--- src/rtl/alu_exec_stage.sv ---
// Execute-stage ALU: single-cycle logic/arithmetic ops, 1-bit-per-cycle shifts, valid/ready on both sides.
// Optional overflow output is enabled by defining ALU_OVERFLOW_EN.
module alu_exec_stage #(
    parameter int WIDTH = 32
) (
    input  logic             clk,
    input  logic             reset,
    input  logic             in_valid,
    output logic             in_ready,
    input  logic [3:0]       operation,
    input  logic [WIDTH-1:0] a,
    input  logic [WIDTH-1:0] b,
    output logic             out_valid,
    input  logic             out_ready,
    output logic [WIDTH-1:0] result,
    output logic             zero,
    output logic             illegal
`ifdef ALU_OVERFLOW_EN
    ,
    output logic             overflow
`endif
);

    localparam int SW = $clog2(WIDTH);

    localparam logic [3:0] OP_AND = 4'b0000;
    localparam logic [3:0] OP_OR  = 4'b0001;
    localparam logic [3:0] OP_ADD = 4'b0010;
    localparam logic [3:0] OP_SUB = 4'b0110;
    localparam logic [3:0] OP_SLT = 4'b0111;
    localparam logic [3:0] OP_XOR = 4'b1100;
    localparam logic [3:0] OP_SLL = 4'b1000;
    localparam logic [3:0] OP_SRL = 4'b1001;
    localparam logic [3:0] OP_SRA = 4'b1010;

    typedef enum logic {IDLE, SHIFT} state_t;

    state_t           state;
    logic [WIDTH-1:0] shreg;
    logic [SW-1:0]    count;
    logic [1:0]       shift_kind;

    logic [WIDTH-1:0] sum, diff, alu_result, shift_next;
    logic             alu_illegal, slt, is_shift, accept;
    logic [SW-1:0]    shamt;
`ifdef ALU_OVERFLOW_EN
    logic             alu_ovf;
`endif

    assign in_ready = (state == IDLE) && (!out_valid || out_ready);
    assign accept   = in_valid && in_ready;
    assign shamt    = b[SW-1:0];
    assign sum      = a + b;
    assign diff     = a - b;
    assign slt      = $signed(a) < $signed(b);
    assign is_shift = (operation == OP_SLL) || (operation == OP_SRL) || (operation == OP_SRA);

    // A shift only reaches this path with shamt==0, where the result is just a.
    always_comb begin
        alu_result  = '0;
        alu_illegal = 1'b0;
        case (operation)
            OP_AND:                 alu_result = a & b;
            OP_OR:                  alu_result = a | b;
            OP_ADD:                 alu_result = sum;
            OP_SUB:                 alu_result = diff;
            OP_SLT:                 alu_result = {{(WIDTH-1){1'b0}}, slt};
            OP_XOR:                 alu_result = a ^ b;
            OP_SLL, OP_SRL, OP_SRA: alu_result = a;
            default:                alu_illegal = 1'b1;
        endcase
    end

`ifdef ALU_OVERFLOW_EN
    always_comb begin
        alu_ovf = 1'b0;
        if (operation == OP_ADD)
            alu_ovf = (a[WIDTH-1] == b[WIDTH-1]) && (sum[WIDTH-1] != a[WIDTH-1]);
        else if (operation == OP_SUB)
            alu_ovf = (a[WIDTH-1] != b[WIDTH-1]) && (diff[WIDTH-1] != a[WIDTH-1]);
    end
`endif

    always_comb begin
        case (shift_kind)
            2'b00:   shift_next = {shreg[WIDTH-2:0], 1'b0};
            2'b01:   shift_next = {1'b0, shreg[WIDTH-1:1]};
            default: shift_next = {shreg[WIDTH-1], shreg[WIDTH-1:1]};
        endcase
    end

    always_ff @(posedge clk or posedge reset) begin
        if (reset) begin
            state      <= IDLE;
            shreg      <= '0;
            count      <= '0;
            shift_kind <= 2'b00;
            out_valid  <= 1'b0;
            result     <= '0;
            zero       <= 1'b0;
            illegal    <= 1'b0;
`ifdef ALU_OVERFLOW_EN
            overflow   <= 1'b0;
`endif
        end else begin
            case (state)
                IDLE: begin
                    if (accept && is_shift && (shamt != '0)) begin
                        // Output register is empty or draining this edge, so it can go invalid.
                        shreg      <= a;
                        count      <= shamt;
                        shift_kind <= operation[1:0];
                        out_valid  <= 1'b0;
                        state      <= SHIFT;
                    end else if (accept) begin
                        result    <= alu_result;
                        zero      <= (alu_result == '0);
                        illegal   <= alu_illegal;
                        out_valid <= 1'b1;
`ifdef ALU_OVERFLOW_EN
                        overflow  <= alu_ovf;
`endif
                    end else if (out_valid && out_ready) begin
                        out_valid <= 1'b0;
                    end
                end
                SHIFT: begin
                    shreg <= shift_next;
                    count <= count - 1'b1;
                    if (count == SW'(1)) begin
                        result    <= shift_next;
                        zero      <= (shift_next == '0);
                        illegal   <= 1'b0;
                        out_valid <= 1'b1;
`ifdef ALU_OVERFLOW_EN
                        overflow  <= 1'b0;
`endif
                        state     <= IDLE;
                    end
                end
                default: state <= IDLE;
            endcase
        end
    end

endmodule

--- config.mk ---
export PLATFORM = sky130hd
export DESIGN_NAME = alu_exec_stage
export DESIGN_NICKNAME = d
export VERILOG_FILES = /design/src/rtl/alu_exec_stage.sv
export SDC_FILE = /design/constraint.sdc
export NUM_CORES = 1
export LEC_CHECK = 0
export ABC_CLOCK_PERIOD_IN_PS = 5600
export CELL_PAD_IN_SITES_DETAIL_PLACEMENT = 0
export CELL_PAD_IN_SITES_GLOBAL_PLACEMENT = 1
export CORE_MARGIN = 2
export CORE_UTILIZATION = 52
export DETAILED_ROUTE_END_ITERATION = 7
export DONT_BUFFER_PORTS = 1
export PLACE_DENSITY_LB_ADDON = 0.1
export SLEW_MARGIN = 10
export SYNTH_ARGS = -nofsm -noshare
export SYNTH_HDL_FRONTEND = slang
export SYNTH_SLANG_ARGS = --single-unit
--- constraint.sdc ---
create_clock -name clk -period 5.6 [get_ports clk]
set_clock_uncertainty 0.05 [all_clocks]
set_input_delay 1.12 -clock clk [delete_from_list [all_inputs] [get_ports clk]]
set_output_delay 1.12 -clock clk [all_outputs]
set_load 0.02 [all_outputs]
Yosys cells after proc, flatten, opt, wreduce, memory -nomap -nowiden
Cells that the tools add are included.
{"block": "totals", "wordCells": 77, "output_inout_bits": 36, "input_bits": 72, "ff_bits": 75}
{"block": "classes", "mux": 27, "n_eq_ne": 15, "n_reduce_logical": 19, "n_lt_le_gt_ge": 1, "bitwise": 4, "addsub": 3}
{"operator": "$pmux 32 s7", "count": 1}
{"operator": "$pmux 32 s2", "count": 3}
{"operator": "$mux 32", "count": 4}
{"operator": "$logic_not 32->1", "count": 2}
{"operator": "$add 32x32->32", "count": 1}
{"operator": "$and 32x32->32", "count": 1}
{"operator": "$lt 32x32->1", "count": 1}
{"operator": "$or 32x32->32", "count": 1}
{"operator": "$sub 32x32->32", "count": 1}
{"operator": "$xor 32x32->32", "count": 1}
{"operator": "$eq 4x4->1 const B", "count": 4}
{"operator": "$mux 1", "count": 13}
{"operator": "$pmux 5 s2", "count": 1}
{"operator": "$reduce_or 9->1", "count": 1}
{"operator": "$eq 4x3->1 const B", "count": 2}
{"operator": "$pmux 1 s2", "count": 4}
{"operator": "$eq 5x1->1 const B", "count": 1}
{"operator": "$logic_and 1x1->1", "count": 5}
{"operator": "$mux 5", "count": 1}
{"operator": "$reduce_bool 5->1", "count": 1}
{"operator": "$sub 5x1->5 const B", "count": 1}
{"operator": "$eq 4x1->1 const B", "count": 1}
{"operator": "$eq 4x2->1 const B", "count": 1}
{"operator": "$logic_not 4->1", "count": 1}
{"operator": "11 further kinds", "count": 16}

Logic depth before layout (Yosys ltp)
{"block": "logic_depth", "depth_word": 8, "depth_mapped": 16, "mapped_depth_nobuf": 16}

Worst setup path after synthesis
OpenSTA, ideal clock, no wires.
{"block": "synth_timing", "path_type": "input to register", "start": "input a[10]", "end": "register zero", "setup_slack_ns": 1.477, "arrival_ns": 3.997, "setup_ns": 0.076, "cell_stages": 15, "path_buffers": 1, "t_required_ns": 5.474, "path_cell_list": "inv_1 > ha_1 > buf_6 > or4_4 > nor3_2 > and3_1 > a22o_2 > nor2_2 > a221oi_2 > o21a_1 > o211ai_1 > or4b_1 > nor4_1 > nand4b_1 > o21ai_1"}
{"block": "synth_via", "elab_chain_len": 6, "elab_cells_between_ends": 11, "cone_classes": "add/sub: 2; order compare: 1; mux: 4; bitwise: 3; reduce/logical: 1"}
{"item": "from (decl)", "line_no": "11", "source": "input logic [WIDTH-1:0] a,"}
{"item": "$sub 32x32->32 (tied with other cells)", "line_no": "54", "source": "assign diff = a - b;"}
{"item": "$pmux 32 s7 (*)", "line_no": "62", "source": "case (operation)"}
{"item": "$logic_not 32->1 (*)", "line_no": "117", "source": "zero <= (alu_result == '0);"}
{"item": "$mux 1 (*)", "line_no": "115", "source": "end else if (accept) begin"}
{"item": "$mux 1 (*)", "line_no": "108", "source": "if (accept && is_shift && (shamt != '0)) begin"}
{"item": "$pmux 1 s2 (*)", "line_no": "106", "source": "case (state)"}
{"item": "to (signal assigned)", "line_no": "117"}
{"item": "to (signal assigned)", "line_no": "132", "source": "zero <= (shift_next == '0);"}
{"item": "to (decl)", "line_no": "16", "source": "output logic zero,"}
Mark *: on every way between the ends. The rest lies on a longest branch, timed or not. The select of a mux whose other input is x is not followed.
A chain may end at the register's enable or synchronous reset.

Final worst setup path
{"block": "layout_timing", "start": "input b[1]", "end": "register zero"}
{"block": "layout_via", "elab_chain_len": 6, "elab_cells_between_ends": 15, "cone_classes": "add/sub: 2; order compare: 1; eq/ne: 1; mux: 4; bitwise: 3; reduce/logical: 4"}
{"item": "from (decl)", "line_no": "12", "source": "input logic [WIDTH-1:0] b,"}
{"item": "$sub 32x32->32 (tied with other cells)", "line_no": "54"}
{"item": "$pmux 32 s7", "line_no": "62"}
{"item": "$logic_not 32->1", "line_no": "117"}
{"item": "$mux 1", "line_no": "115"}
{"item": "$mux 1", "line_no": "108"}
{"item": "$pmux 1 s2", "line_no": "106"}
Several ways; a longest one is shown, not always the timed one. The select of a mux whose other input is x is not followed.

==> impl_table.tex <==
\begin{tabular}{lr}
\hline
Metric & Value \\
\hline
\multicolumn{2}{l}{\textbf{Logic synthesis}} \\
\quad Post-synth top area cell & sky130\_fd\_sc\_hd\_\_dfrtp\_1 \\
\quad Synthesized instance count & 1,284 \\
\quad Most used flip-flop cell after synthesis & sky130\_fd\_sc\_hd\_\_dfrtp\_1 \\
\quad Average cell area after synthesis & 7.473 sq um \\
\quad Post-synth top area share & 0.1956 \\
\quad Area contributors post-synth & sky130\_fd\_sc\_hd\_\_dfrtp\_1, sky130\_fd\_sc\_hd\_\_ha\_1, sky130\_fd\_sc\_hd\_\_a21oi\_1, sky130\_fd\_sc\_hd\_\_nor2\_1, sky130\_fd\_sc\_hd\_\_o21ai\_0 \\
\quad Most instantiated library cell after synthesis & sky130\_fd\_sc\_hd\_\_a21oi\_1 \\
\quad Number of distinct library cell variants in the gate-level netlist after synthesis & 83 \\
\quad Area of the mapped netlist & 9595 sq um \\
\quad Part of the Yosys area used for sequential elements & 0.1956 \\
\quad Flops \& latches, synth & 75 \\
\quad Synthesis warning total & 0 \\
\quad Net Count, Synth & 1,459 \\
\quad Number of enable-type register cells in the synthesized netlist & 0 \\
\quad Synth cell count leaders & sky130\_fd\_sc\_hd\_\_a21oi\_1, sky130\_fd\_sc\_hd\_\_nor2\_1, sky130\_fd\_sc\_hd\_\_inv\_1 \\
\quad Async SR Flop Fraction & 1.000 \\
\multicolumn{2}{l}{\textbf{Placed design}} \\
\quad Half-perimeter wire length after detailed placement & 27,280 um \\
\quad Count of port buffers added during placement & 0 \\
\quad Placer Congestion & 0.9660 \\
\quad Placed Instances & 1,446 \\
\multicolumn{2}{l}{\textbf{Routing}} \\
\quad Number of iterations in the first detailed-routing pass & 6 \\
\quad Iteration-0 DRC count of the detailed router & 931 \\
\quad Final wirelength & 35,710 um \\
\quad Via count normalized by instance count & 6.731 \\
\quad Average wire per standard cell & 24.42 um \\
\quad Routed vias & 9,841 \\
\quad Drc violations & 0 \\
\quad Post-DRT Antenna Nets & 0 \\
\multicolumn{2}{l}{\textbf{STA}} \\
\quad Fmax & 0.2098 GHz \\
\quad Total setup violations reported at the end of the flow & 0 \\
\quad Share of the cycle needed by the critical path after routing & 0.8512 \\
\quad Post-layout min period & 4767 ps \\
\quad Final-report hold violation count & 0 \\
\quad Final sum of negative setup slack & 0 ps \\
\quad Count of final max-slew check failures & 0 \\
\quad Unrepaired setup endpoints after global routing & false \\
\quad Worst-Margin Slew & 971.3 ps \\
\quad Worst slew margin relative to its limit & 0.3465 \\
\multicolumn{2}{l}{\textbf{Setup path}} \\
\quad Critical path endpoint category & register \\
\quad Reg2reg path depth & 10 \\
\quad Largest driver fanout on the critical path & 6 \\
\quad Critical Setup Path Class & input pin to register \\
\quad Required arrival time at the worst endpoint & 5820 ps \\
\quad Arrival time at the worst endpoint & 4980 ps \\
\quad Kind of start point of the critical path & input pin \\
\multicolumn{2}{l}{\textbf{Min path}} \\
\quad Path category of the worst min-delay check & register to register \\
\quad Cell depth of the worst min-delay path & 1 \\
\multicolumn{2}{l}{\textbf{Floorplanning}} \\
\quad Row count & 49 \\
\quad Width of the die & 139.8 um \\
\quad Core Footprint & 18,020 sq um \\
\quad Initial core utilization & 0.5323 \\
\quad Full die area & 19,560 sq um \\
\quad I/O Pins & 108 \\
\quad Die boundary height & 139.8 um \\
\multicolumn{2}{l}{\textbf{Clock network}} \\
\quad Number of clock sinks & 75 \\
\quad Post\_cts resized & 0 \\
\quad Post-CTS Setup Inserts & 0 \\
\quad Clock Pin Slew Worst Setup and Hold Paths & 60 ps \\
\quad Number of CTS-inserted buffers & 9 \\
\quad Count of hold buffers inserted by post-cts repair & 0 \\
\quad Clock insertion delay at the later pin of the skew report & 340 ps \\
\quad Max H-tree Level & 3 \\
\quad Buffer levels on the longest clock path & 2 \\
\quad CTS root buf & sky130\_fd\_sc\_hd\_\_clkbuf\_16 \\
\quad CTS tree & yes \\
\multicolumn{2}{l}{\textbf{Finish}} \\
\quad Final cell count without fillers & 1,462 \\
\quad Nets@finish & 1,403 \\
\quad Area added between synthesis and finish & 4.460\% \\
\quad Number of diodes added for antenna fixing & 0 \\
\quad Fraction of layout cells with a size suffix above 1 & 0.06894 \\
\multicolumn{2}{l}{\textbf{Power}} \\
\quad Max VDD drop & 355.0 uV \\
\quad Total power density per cell area & 347.2 nW/um\^{}2 \\
\quad LEAKAGE & 4.344 nW \\
\multicolumn{2}{l}{\textbf{Global route}} \\
\quad Pin count of the biggest net entering global routing & 67 \\
\quad Vias in the first global route & 9,293 \\
\quad Overflow after GRT & 0 \\
\quad Total track usage & 0.3551 \\
\quad Antenna violations before repair & 0 \\
\quad Wire length of the first global-routing pass & 54,470 um \\
\multicolumn{2}{l}{\textbf{Outcome}} \\
\quad Outcome & complete, no violations \\
\multicolumn{2}{l}{\textbf{Job}} \\
\quad Max-cap violations & 0 \\
\hline
\end{tabular}
## layout by cell type (no fill, tap or decap), drive strengths merged, types with 17 or more instances in the layout
master and instances:
nand3 32, ha 101, nor2b 51, inv 107
nor4 22, a21oi 126, a221oi 22, o21ai 87
nor3 28, buf 20, nand2 92, mux2i 40
nor2 115, a221o 37, mux2 17, dfrtp 75
## metrics by stage
stage | setup WS (ps) | cell area [sq um] | hold slack [ps] | utilization | power [W]
final | 833.1 | 10020 | 485.7 | 0.5561 | 0.003480
after detailed placement | 667.6 | 9714 | 467.2 | 0.5389 | 0.002842
after CTS | 1011 | 10020 | 491.9 | 0.5561 | 0.003457
after global routing | 680.2 | 10020 | 511.8 | 0.5561 | 0.003702
after global placement | 610.8 | 9714 | 470.6 | 0.5389 | 0.002830
after floorplan | 1477 | 9595 | 428.4 | - | 0.002395
## where the power goes
group | internal [W] | leakage (nW) | switching (W)
clock network | 0.000362 | 0.154 | 0.000245
registers | 0.000787 | 0.915 | 0.000441
logic | 0.000680 | 3.27 | 0.000966
## cell type report
type                            instances  area (sq um)
Clock buffer                           10         239.0
Clock inverter                          6         70.07
Fill cell                            1763          8001
Inverter                              105         395.4
Multi-Input combinational cell       1017          7004
Sequential cell                        75          1878
Tap cell                              229         286.5
Timing Repair Buffer                   20         150.1
## flip-flops by register name, indices dropped and copies added, names as in the netlist
name / flops
illegal: 1
state: 1
result: 32
shreg: 32
out_valid: 1
zero: 1
shift_kind: 2
count: 5
## critical path, stage by stage
cell and delay (ps):
sky130_fd_sc_hd__inv_1 130, sky130_fd_sc_hd__ha_1 290, sky130_fd_sc_hd__o21ba_2 220, sky130_fd_sc_hd__or4_1 490, sky130_fd_sc_hd__nand2_1 330, sky130_fd_sc_hd__a211o_1 190, sky130_fd_sc_hd__a22oi_1 60, sky130_fd_sc_hd__nor3_1 710
sky130_fd_sc_hd__nand3_1 240, sky130_fd_sc_hd__nor4_1 340, sky130_fd_sc_hd__nand4_1 210, sky130_fd_sc_hd__nor4_1 370, sky130_fd_sc_hd__nand4b_1 130, sky130_fd_sc_hd__o21ai_1 130
## per-layer routing
metal  share of wire  GRT usage  up-vias
li1                -          -     4583
met4           0.056     0.1637        0
met5               0          0        -
met3           0.079    0.06160      104
met2            0.45     0.5712      476
met1            0.41     0.4656     4678
## worst paths after layout
path / start / end / slack, ps
setup / recovery: b[1] / zero / 830
hold / removal: shreg[0] / shreg[0] / 490
setup reg to reg: state / zero / 2180
hold reg to reg: shreg[0] / shreg[0] / 490
max in group asynchronous: reset / shreg[14] / 3870
min in group asynchronous: reset / result[30] / 730
## cell families after synthesis
family | after synthesis | synth area share
AO/OA/AOI/OAI | 438 | 0.3079
AND/OR/NAND/NOR | 416 | 0.2180
buffers and inverters | 192 | 0.07824
adder cells (fa/ha/maj) | 103 | 0.1359
flip-flops | 75 | 0.1956
multiplexers | 57 | 0.06168
XOR/XNOR | 3 | 0.002739
Power figures use the tool's default switching activity.
